[src/rtl/mem_port_arbiter_if.sv]
// rtl/mem_port_arbiter_if.sv - requester and memory-side signal bundle for mem_port_arbiter
interface mem_port_arbiter_if #(
    parameter int ADDR_W = 32,
    parameter int DATA_W = 32
);
    logic                  i_req;
    logic [ADDR_W-1:0]     i_addr;
    logic [DATA_W-1:0]     i_rdata;
    logic                  i_ack;
    logic                  d_req;
    logic                  d_we;
    logic [ADDR_W-1:0]     d_addr;
    logic [DATA_W-1:0]     d_wdata;
    logic [DATA_W/8-1:0]   d_wmask;
    logic [DATA_W-1:0]     d_rdata;
    logic                  d_ack;
    logic                  m_req;
    logic                  m_we;
    logic [ADDR_W-1:0]     m_addr;
    logic [DATA_W-1:0]     m_wdata;
    logic [DATA_W/8-1:0]   m_wmask;
    logic [DATA_W-1:0]     m_rdata;
    logic                  m_ready;
    logic                  owner;
    logic                  busy;

    modport slave (
        input  i_req, i_addr, d_req, d_we, d_addr, d_wdata, d_wmask, m_rdata, m_ready,
        output i_rdata, i_ack, d_rdata, d_ack, m_req, m_we, m_addr, m_wdata, m_wmask,
               owner, busy
    );

    modport master (
        output i_req, i_addr, d_req, d_we, d_addr, d_wdata, d_wmask, m_rdata, m_ready,
        input  i_rdata, i_ack, d_rdata, d_ack, m_req, m_we, m_addr, m_wdata, m_wmask,
               owner, busy
    );
endinterface

[src/rtl/mem_port_arbiter.sv]
// rtl/mem_port_arbiter.sv - shares one memory port between fetch (I) and data (D) requesters
// Optional I starvation guard: define MEM_PORT_ARBITER_STARVE_GUARD_EN.
module mem_port_arbiter #(
    parameter int ADDR_W       = 32,
    parameter int DATA_W       = 32,
    parameter int STARVE_LIMIT = 4
) (
    input logic             clk,
    input logic             reset,
    mem_port_arbiter_if.slave bus
);
    localparam int MASK_W = DATA_W / 8;

    typedef enum logic [1:0] {IDLE, SERVE_I, SERVE_D} state_t;

    state_t              state;
    logic                m_req_q;
    logic                m_we_q;
    logic                owner_q;
    logic                busy_q;
    logic [ADDR_W-1:0]   m_addr_q;
    logic [DATA_W-1:0]   m_wdata_q;
    logic [MASK_W-1:0]   m_wmask_q;
    logic [DATA_W-1:0]   i_rdata_q;
    logic [DATA_W-1:0]   d_rdata_q;

    logic completing, arb_point, i_cand, d_cand, starve, grant_i, grant_d, i_ack_c, d_ack_c;

`ifdef MEM_PORT_ARBITER_STARVE_GUARD_EN
    localparam int CNT_W = $clog2(STARVE_LIMIT + 1);
    logic [CNT_W-1:0] starve_cnt;

    assign starve = (starve_cnt == CNT_W'(STARVE_LIMIT)) && bus.i_req;

    always_ff @(posedge clk) begin
        if (reset) begin
            starve_cnt <= '0;
        end else if (grant_i) begin
            starve_cnt <= '0;
        end else if (grant_d && bus.i_req && starve_cnt != CNT_W'(STARVE_LIMIT)) begin
            starve_cnt <= starve_cnt + 1'b1;
        end
    end
`else
    // Strict D priority; the limit only matters when the guard is built in.
    assign starve = (STARVE_LIMIT < 0);
`endif

    // The finishing owner's request is masked so the other side gets the port with no bubble.
    always_comb begin
        completing = m_req_q && bus.m_ready && !reset;
        i_ack_c    = completing && (state == SERVE_I);
        d_ack_c    = completing && (state == SERVE_D);
        arb_point  = (state == IDLE) || completing;
        i_cand     = bus.i_req && (state != SERVE_I);
        d_cand     = bus.d_req && (state != SERVE_D);
        grant_i    = arb_point && i_cand && (!d_cand || starve);
        grant_d    = arb_point && d_cand && !grant_i;
    end

    always_ff @(posedge clk) begin
        if (reset) begin
            state     <= IDLE;
            m_req_q   <= 1'b0;
            m_we_q    <= 1'b0;
            owner_q   <= 1'b0;
            busy_q    <= 1'b0;
            m_addr_q  <= '0;
            m_wdata_q <= '0;
            m_wmask_q <= '0;
            i_rdata_q <= '0;
            d_rdata_q <= '0;
        end else begin
            if (grant_d) begin
                state     <= SERVE_D;
                m_req_q   <= 1'b1;
                busy_q    <= 1'b1;
                owner_q   <= 1'b1;
                m_we_q    <= bus.d_we;
                m_addr_q  <= bus.d_addr;
                m_wdata_q <= bus.d_wdata;
                m_wmask_q <= bus.d_wmask;
            end else if (grant_i) begin
                state     <= SERVE_I;
                m_req_q   <= 1'b1;
                busy_q    <= 1'b1;
                owner_q   <= 1'b0;
                m_we_q    <= 1'b0;
                m_addr_q  <= bus.i_addr;
                m_wdata_q <= '0;
                m_wmask_q <= '0;
            end else if (completing) begin
                state     <= IDLE;
                m_req_q   <= 1'b0;
                busy_q    <= 1'b0;
            end
            if (i_ack_c) i_rdata_q <= bus.m_rdata;
            if (d_ack_c) d_rdata_q <= bus.m_rdata;
        end
    end

    assign bus.m_req   = m_req_q;
    assign bus.m_we    = m_we_q;
    assign bus.m_addr  = m_addr_q;
    assign bus.m_wdata = m_wdata_q;
    assign bus.m_wmask = m_wmask_q;
    assign bus.owner   = owner_q;
    assign bus.busy    = busy_q;
    assign bus.i_ack   = i_ack_c;
    assign bus.d_ack   = d_ack_c;
    assign bus.i_rdata = i_ack_c ? bus.m_rdata : i_rdata_q;
    assign bus.d_rdata = d_ack_c ? bus.m_rdata : d_rdata_q;
endmodule
[src/flat_wrapper.sv]
// flat-port wrapper written by rule: the top's interface ports become plain ports
module mem_port_arbiter_flat 
#(
    parameter int ADDR_W       = 32,
    parameter int DATA_W       = 32,
    parameter int STARVE_LIMIT = 4
)
  (clk, reset, bus_i_req, bus_i_addr, bus_d_req, bus_d_we, bus_d_addr, bus_d_wdata, bus_d_wmask, bus_m_rdata, bus_m_ready, bus_i_rdata, bus_i_ack, bus_d_rdata, bus_d_ack, bus_m_req, bus_m_we, bus_m_addr, bus_m_wdata, bus_m_wmask, bus_owner, bus_busy);
  mem_port_arbiter_if #(.ADDR_W(ADDR_W), .DATA_W(DATA_W)) bus_i ();
  input logic clk;
  input logic reset;
  input wire logic [$bits(bus_i.i_req)-1:0] bus_i_req;
  input wire logic [$bits(bus_i.i_addr)-1:0] bus_i_addr;
  input wire logic [$bits(bus_i.d_req)-1:0] bus_d_req;
  input wire logic [$bits(bus_i.d_we)-1:0] bus_d_we;
  input wire logic [$bits(bus_i.d_addr)-1:0] bus_d_addr;
  input wire logic [$bits(bus_i.d_wdata)-1:0] bus_d_wdata;
  input wire logic [$bits(bus_i.d_wmask)-1:0] bus_d_wmask;
  input wire logic [$bits(bus_i.m_rdata)-1:0] bus_m_rdata;
  input wire logic [$bits(bus_i.m_ready)-1:0] bus_m_ready;
  output wire logic [$bits(bus_i.i_rdata)-1:0] bus_i_rdata;
  output wire logic [$bits(bus_i.i_ack)-1:0] bus_i_ack;
  output wire logic [$bits(bus_i.d_rdata)-1:0] bus_d_rdata;
  output wire logic [$bits(bus_i.d_ack)-1:0] bus_d_ack;
  output wire logic [$bits(bus_i.m_req)-1:0] bus_m_req;
  output wire logic [$bits(bus_i.m_we)-1:0] bus_m_we;
  output wire logic [$bits(bus_i.m_addr)-1:0] bus_m_addr;
  output wire logic [$bits(bus_i.m_wdata)-1:0] bus_m_wdata;
  output wire logic [$bits(bus_i.m_wmask)-1:0] bus_m_wmask;
  output wire logic [$bits(bus_i.owner)-1:0] bus_owner;
  output wire logic [$bits(bus_i.busy)-1:0] bus_busy;
  assign bus_i.i_req = bus_i_req;
  assign bus_i.i_addr = bus_i_addr;
  assign bus_i.d_req = bus_d_req;
  assign bus_i.d_we = bus_d_we;
  assign bus_i.d_addr = bus_d_addr;
  assign bus_i.d_wdata = bus_d_wdata;
  assign bus_i.d_wmask = bus_d_wmask;
  assign bus_i.m_rdata = bus_m_rdata;
  assign bus_i.m_ready = bus_m_ready;
  assign bus_i_rdata = bus_i.i_rdata;
  assign bus_i_ack = bus_i.i_ack;
  assign bus_d_rdata = bus_i.d_rdata;
  assign bus_d_ack = bus_i.d_ack;
  assign bus_m_req = bus_i.m_req;
  assign bus_m_we = bus_i.m_we;
  assign bus_m_addr = bus_i.m_addr;
  assign bus_m_wdata = bus_i.m_wdata;
  assign bus_m_wmask = bus_i.m_wmask;
  assign bus_owner = bus_i.owner;
  assign bus_busy = bus_i.busy;
  mem_port_arbiter #(.ADDR_W(ADDR_W), .DATA_W(DATA_W), .STARVE_LIMIT(STARVE_LIMIT)) u_core (.clk(clk), .reset(reset), .bus(bus_i));
endmodule
[config.mk]
export PLATFORM = sky130hd
export DESIGN_NAME = mem_port_arbiter_flat
export DESIGN_NICKNAME = d
export VERILOG_FILES = /design/src/rtl/mem_port_arbiter_if.sv /design/src/rtl/mem_port_arbiter.sv /design/src/flat_wrapper.sv
export SDC_FILE = /design/constraint.sdc
export NUM_CORES = 1
export LEC_CHECK = 0
export ABC_AREA = 1
export CAP_MARGIN = 40
export CORE_MARGIN = 2
export CORE_UTILIZATION = 45
export DETAILED_ROUTE_END_ITERATION = 16
export PLACE_DENSITY = 0.89
export SKIP_LAST_GASP = 1
export SLEW_MARGIN = 15
export SYNTH_ARGS = -nofsm -noshare
export SYNTH_HDL_FRONTEND = slang
export SYNTH_SLANG_ARGS = --single-unit
[constraint.sdc]
create_clock -name clk -period 3.65 [get_ports clk]
set_clock_uncertainty 0.1 [all_clocks]
set_input_delay 0.365 -clock clk [delete_from_list [all_inputs] [get_ports clk]]
set_output_delay 0.365 -clock clk [all_outputs]
set_load 0.1 [all_outputs]
==> results.md, run 1 <==
- Fin Setup TNS: 0 ns
- Multi-input logic area: about 2500 um2
- Total track usage: between 30% and 40%
- Fin. Hold Viols: 0
- Site Rows: 42
- Postcts setup bufs: 0
- Die W: approximately 120 um
- Power per cell area: roughly 520 nW/um2
- M3 GR Usage: a little over an eighth
- Max-Cap Viols: 0
- Vias/cell: about 5.2
- CP Cell Sequence: nand2_1, nor2_1, nand2_1, buf_4, inv_2, or2_1, o21ai_0, inv_1, buf_12
- Worst setup EP type: output port
- Synthesized area: between 6000 and 7000 um2
- Worst Hold Class: input pin to flip-flop
- Comb power frac: between 30% and 40%
- Final worst path period share: 85.84%
- Sequential share of the synthesized area: approximately 46%
- Final Critical Period: between 3 and 4 ns
- Worst hold slack: between 0.04 and 0.05 ns
- Drt first pass iters: 5
- Gpl congestion: around 0.82
- Core area: about 13000 um2
- Die height: about 120 um
- Final setup viols: 0
- I/O pin cnt: roughly 280
- Reg2Reg Setup Slack: about 1.4 ns
- Met1 Use GR: between 30% and 40%
- Reg clk slew, reported paths: roughly 0.050 ns
- Vias: approximately 7200
- Cell variety after synth: 20
- P_leak: roughly 0.0057 uW
- Most common flop cell mapped by yosys: dfxtp_1
- Seq pwr share: between 20% and 30%
- Reg-to-reg critical path endpoint: u_core.bus.m_addr[2]
- Final Max Tran Viols: 0
- RR Startpoint: u_core.bus.m_req
- Worst hold stages: 2
- Clock Path Buffers: 2
- RSZ-0062 raised after global routing: no
- Slew HR: roughly three fifths
- Drc violations: 0
- Post-route ant nets: 0
- CTS root buf: clkbuf_16
- Synth async-reset ratio: 0%
- Worst Reg-to-Reg Cells: 7
- Switching share of power: between 30% and 40%
- Initial antenna violation count: 1
- Most frequent cell on the critical path: nand2_1
- Setup CP Type: flip-flop to output port
- Internal: around 3700 uW
- Syn. warnings: 0
- # clock sinks: roughly 140
- Wirelength, routed: 25990 um
- Setup ws final: around 0.52 ns
- 1st-iter DRT viols: 522
- WL/cell: about 19 um
- Crit-path max FO: 33
- CTS buffer count: 17
- GRT overflow: 0
- Hold EP: u_core.bus.m_req
- Starting Density: a little under half
- Max VDD drop: between 0.4 and 0.5 mV
- Vias in the first global route: approximately 7700
- Layout net count: 1339
- Die area: between 10000 and 15000 um2
- DP Wirelength: around 19000 um
- Filler Cell Count: around 590
- Largest net degree at the start of global routing: 78
- First-pass GRT wire length: 39630 um
- I/O Buffers: 275
- Status: finished clean
- Crit-path max cell delay: between 0.4 and 0.5 ns
- Post-layout util: just under 90%
- Post-cts sizing count: 0
- Number of flops mapped to enable cells by yosys: 0
- Htree depth: 4
- Worst-margin pin slew: ~0.6 ns
- Setup crit start kind: flip-flop
- Hold-fix buffers, CTS: 0
- Required @ worst endpoint: roughly 3.2 ns
- Pre-CTS setup slack: just under 0.6 ns
- Met2 Usage GRT: between 60 and 70%
- Busiest grt layer: met2
- Syn Nets: just over 1000
- CTS tree: built
- Seq. cell area: 2743 um2
- Share of layout cells above drive strength 1: 18.45%
- CP arrival: 2.67 ns
- Syn avg cell area: slightly below 7 um2
- Hold Startpoint: reset
- Clock latency on the worst-skew pair: 0.42 ns
- Slowest-stage cell, CP: inv_2
- Psw: approximately 2200 uW
- Syn Inst Count: about 880
- Clk network pwr share: around a third
- Area added between synthesis and finish: 91.14%
- FF+latch count, synth: 137
- Fmax achieved: about 320 MHz
## power by group through the flow
stage	clock [uW]	sequential [uW]	combinational, uW
after detailed placement	0	1700	2260
after global placement	0	1690	1810
after global routing	2010	1680	2370
final	1950	1680	2290
after CTS	1960	1670	2280
after floorplan	0	2360	621
## routing by layer
| layer | vias to the layer above | wire [um] | share of wire [%] |
|---|---|---|---|
| met5 | - | 0 | 0 |
| met3 | 122 | 2359 | 9.1 |
| li1 | 3299 | - | - |
| met2 | 371 | 13160 | 51 |
| met4 | 0 | 1803 | 6.9 |
| met1 | 3377 | 8670 | 33 |
## worst max-delay path: cells and delay by family, from the launching register on
kind	cells	cell delay, ns
flip-flops	1	0.43
AO/OA/AOI/OAI	1	0.16
buffers and inverters	4	1.06
AND/OR/NAND/NOR	4	0.61
## cell usage after synthesis, types with 3 or more instances
| master | n | area, um2 |
|---|---|---|
| a21oi_1 | 41 | 205.2 |
| buf_2 | 24 | 120.1 |
| buf_4 | 4 | 30.03 |
| buf_6 | 3 | 33.78 |
| clkbuf_1 | 22 | 82.58 |
| dfxtp_1 | 137 | 2743 |
| inv_1 | 131 | 491.7 |
| inv_2 | 5 | 18.77 |
| nand2_1 | 140 | 525.5 |
| nand3_1 | 70 | 350.3 |
| nor2_1 | 168 | 630.6 |
| o21ai_0 | 40 | 200.2 |
| o21ai_1 | 26 | 130.1 |
| or2_1 | 30 | 187.7 |
| or2_2 | 34 | 212.7 |
## layout make-up
type,count,share of cell area (%)
Multi-Input combinational cell,552,21.59
Clock buffer,21,4.188
Inverter,137,4.493
Clock inverter,11,1.669
Tap cell,176,1.920
Timing Repair Buffer,356,42.21
Antenna cell,1,0.02181
Sequential cell,137,23.91
## metrics by stage
step / instance area (um2) / power, uW / std cells
final: 11470 / 5909 / 1391
after detailed placement: 10800 / 3961 / 1358
after floorplan: 6002 / 2977 / 881
after CTS: 11470 / 5904 / 1390
after global placement: 9439 / 3498 / 1285
after global routing: 11470 / 6062 / 1391
## kinds of logic (layout without fill, tap and decap cells)
kind of cell / Yosys count / after routing / synth area share [%]
other: 0 / 1 / 0
AO/OA/AOI/OAI: 108 / 108 / 9.068
flip-flops: 137 / 137 / 45.70
AND/OR/NAND/NOR: 444 / 444 / 32.04
buffers and inverters: 192 / 525 / 13.20
## placed cells by master, fill, tap and decap left out, types with 2 or more instances in the layout
cell and count:
clkbuf_16 17, o21ai_0 40, or2_2 34, clkinvlp_4 3, nor2_1 168, dfxtp_1 137
nand2_1 140, clkbuf_8 4, inv_1 131, o21ai_1 26, nand3_2 2, bufinv_16 5
or2_1 30, buf_8 52, buf_4 8, nand3_1 69, inv_2 5, a21oi_1 41
clkinv_2 3, buf_12 67, buf_16 21, clkdlybuf4s50_1 208
## flip-flops by register name, indices dropped and copies added (netlist names)
signal and count:
u_core.i_rdata_q 32, u_core.bus.m_req 1, u_core.bus.m_wdata 32, u_core.bus.m_we 1, u_core.d_rdata_q 32, u_core.bus.m_wmask 4, u_core.bus.owner 1, u_core.bus.m_addr 32
u_core.state 2
## how the worst max path moves through the flow
stage	startpoint	endpoint	slack, ns	cells after the start
after global placement	bus_m_ready	bus_d_rdata[1]	0.74	10
final	u_core.bus.m_req	bus_d_rdata[7]	0.52	9
after floorplan	u_core.bus.m_req	bus_d_rdata[30]	0.30	8
after global routing	u_core.bus.m_req	bus_d_rdata[7]	0.31	9
after CTS	u_core.bus.m_req	bus_d_rdata[7]	0.51	9
after detailed placement	bus_m_ready	bus_d_rdata[0]	0.60	10
No activity file was read; power rests on OpenSTA's default activity.
==> run 2, diff against run 1 <==
CORE_ASPECT_RATIO = 0.7   (was unset)
SETUP_SLACK_MARGIN = 0.1   (was unset)
==> run 2 against run 1 <==
Net effect:
- critical path depth is the same
- first-iteration DRC count shrank 26%
- design area shrank 0.72%
- via count shrank 3.5%
- total power shrank 5.7%
- combinational power is essentially flat
- routed wire length shrank 10%
- utilization shrank 0.34 points
- register-to-register slack lost 0.08 ns
==> results.md, run 2 (same netlist as run 1, synthesis figures left out) <==
- Status: finished clean
- Final Critical Period: approximately 2.9 ns
- Clock latency on the worst-skew pair: between 0.3 and 0.4 ns
- GRT overflow: 0
- Initial antenna violation count: 0
- Power, Total: 5572 uW
- Max-Cap Viols: 0
- # clock sinks: around 140
- Worst Hold Class: input pin to flip-flop
- Most frequent cell on the critical path: nand2_1
- Worst-margin pin slew: between 0.6 and 0.7 ns
- Site Rows: 35
- Final Max Tran Viols: 0
- Total track usage: ~32%
- Met2 wire len: roughly 12000 um
- CTS tree: built
- Clock Path Buffers: 2
- Setup crit start kind: input pin
- Most frequent cells in the layout: clkdlybuf4s50_1 (208), nor2_1 (168), nand2_1 (140), dfxtp_1 (137), inv_1 (131)
- Die W: between 100 and 150 um
- Final setup viols: 0
- CTS buffer count: 17
- Wirelength, routed: 23370 um
- 1st-iter DRT viols: about 390
- Fmax achieved: ~350 MHz
- Required @ worst endpoint: about 3.2 ns
- Hold Startpoint: reset
- Die height: about 100 um
- WL/cell: ~17 um
- Hold-fix buffers, CTS: 0
- Starting Density: a little under half
- Critical path origin: bus_m_ready
- I/O Buffers: around 280
- RSZ-0062 raised after global routing: no
- Power per cell area: about 490 nW/um2
- P_leak: 0.005643 uW
- CP arrival: about 2.4 ns
- Layout net count: 1339
- Postcts setup bufs: 0
- Vias/cell: about 5.0
- First-pass GRT wire length: between 30000 and 40000 um
- Filler Cell Count: ~620
- Largest net degree at the start of global routing: 69
- ANT cells: 0
- Final worst path period share: between 70% and 80%
- Crit-path max cell delay: ~0.50 ns
- Area added between synthesis and finish: 89.76%
- Crit-path max FO: 33
- Post-cts sizing count: 0
- Setup CP Type: input pin to output port
- Die area: around 14000 um2
- Vias: just under 7000
- Fin Setup TNS: 0 ns
- Top Metal Used: met4
- Gpl congestion: between 0.8 and 0.9
- Most common cell after layout, fill and taps aside: clkdlybuf4s50_1
- Reg clk slew, reported paths: ~0.05 ns
- Share of layout cells above drive strength 1: 18.38%
- DP Wirelength: between 15000 and 20000 um
- Post-route ant nets: 0
- Reg2Reg Setup Slack: 1.32 ns
- CTS root buf: clkbuf_16
- Drt first pass iters: 4
- Fin. Hold Viols: 0
- Slew HR: 55.10%
- Met3 Wirelength: 1756 um
- Slowest-stage cell, CP: clkdlybuf4s50_1
- Vias in the first global route: around 7200
- RR Startpoint: u_core.state[1]
- Max VDD drop: about 0.43 mV
- Drc violations: 0
- I/O pin cnt: ~280
- Worst setup EP type: output port
- Core area: 13090 um2
- Htree depth: 4
- CP Cell Sequence: clkdlybuf4s50_1, nand2_1, nor2_1, nand2_1, inv_2, or2_1, o21ai_0, inv_1, buf_12
- Wl on met1: around 8600 um
[run 2: cell count changes in the layout (fill, tap and decap cells not counted)]
cell        previous run  this run
buf_12                67        66
buf_16                21        26
buf_4                  8         9
buf_8                 52        47
bufinv_16              5         1
clkbuf_8               4         2
clkinv_2               3         7
clkinv_4               1         2
clkinvlp_4             3         2
diode_2                1         0
inv_6                  0         1
[run 2: layout make-up]
type                            count  area [um2]  share of cell area (%)
Clock buffer                       19       452.9                   3.977
Sequential cell                   137        2743                   24.08
Inverter                          137       515.5                   4.526
Multi-Input combinational cell    552        2477                   21.75
Tap cell                          166       207.7                   1.824
Timing Repair Buffer              356        4892                   42.95
Clock inverter                     12       101.3                  0.8898
[run 2: where the power goes]
part	switching [uW]	internal, uW	total (uW)
sequential	63.8	1610	1670
clock	646	966	1610
combinational	1430	861	2290
total	2140	3430	5570
[run 2: routing by layer]
layer	vias up	global-route usage (%)
li1	3300	-
met1	3166	34.62
met2	355	59.20
met3	99	8.931
met4	0	16.85
met5	-	0
[run 2: critical path, delay by kind of cell]
family,cells,cell delay (ns)
buf+inv,4,1.28
simple gates,4,0.53
compound gates,1,0.19
[run 2: stage by stage]
stage | utilization, % | worst slack (ns) | hold WS (ns) | instances | area (um2)
finish | 86.99 | 0.7984 | 0.09308 | 1379 | 11390
global placement | 71.90 | 0.9867 | 0.3481 | 1275 | 9414
CTS | 86.99 | 0.7812 | 0.08206 | 1379 | 11390
floorplan | - | 0.3037 | 0.3904 | 881 | 6002
detailed placement | 82.75 | 0.8665 | 0.3615 | 1348 | 10840
global route | 86.99 | 0.6674 | 0.08304 | 1379 | 11390
[run 2: final timing paths]
kind,to,cells after the start
worst max-delay path,bus_d_rdata[6],9
worst min-delay path,u_core.state[0],2
worst max register to register,u_core.bus.m_addr[2],7
worst min register to register,u_core.bus.owner,2
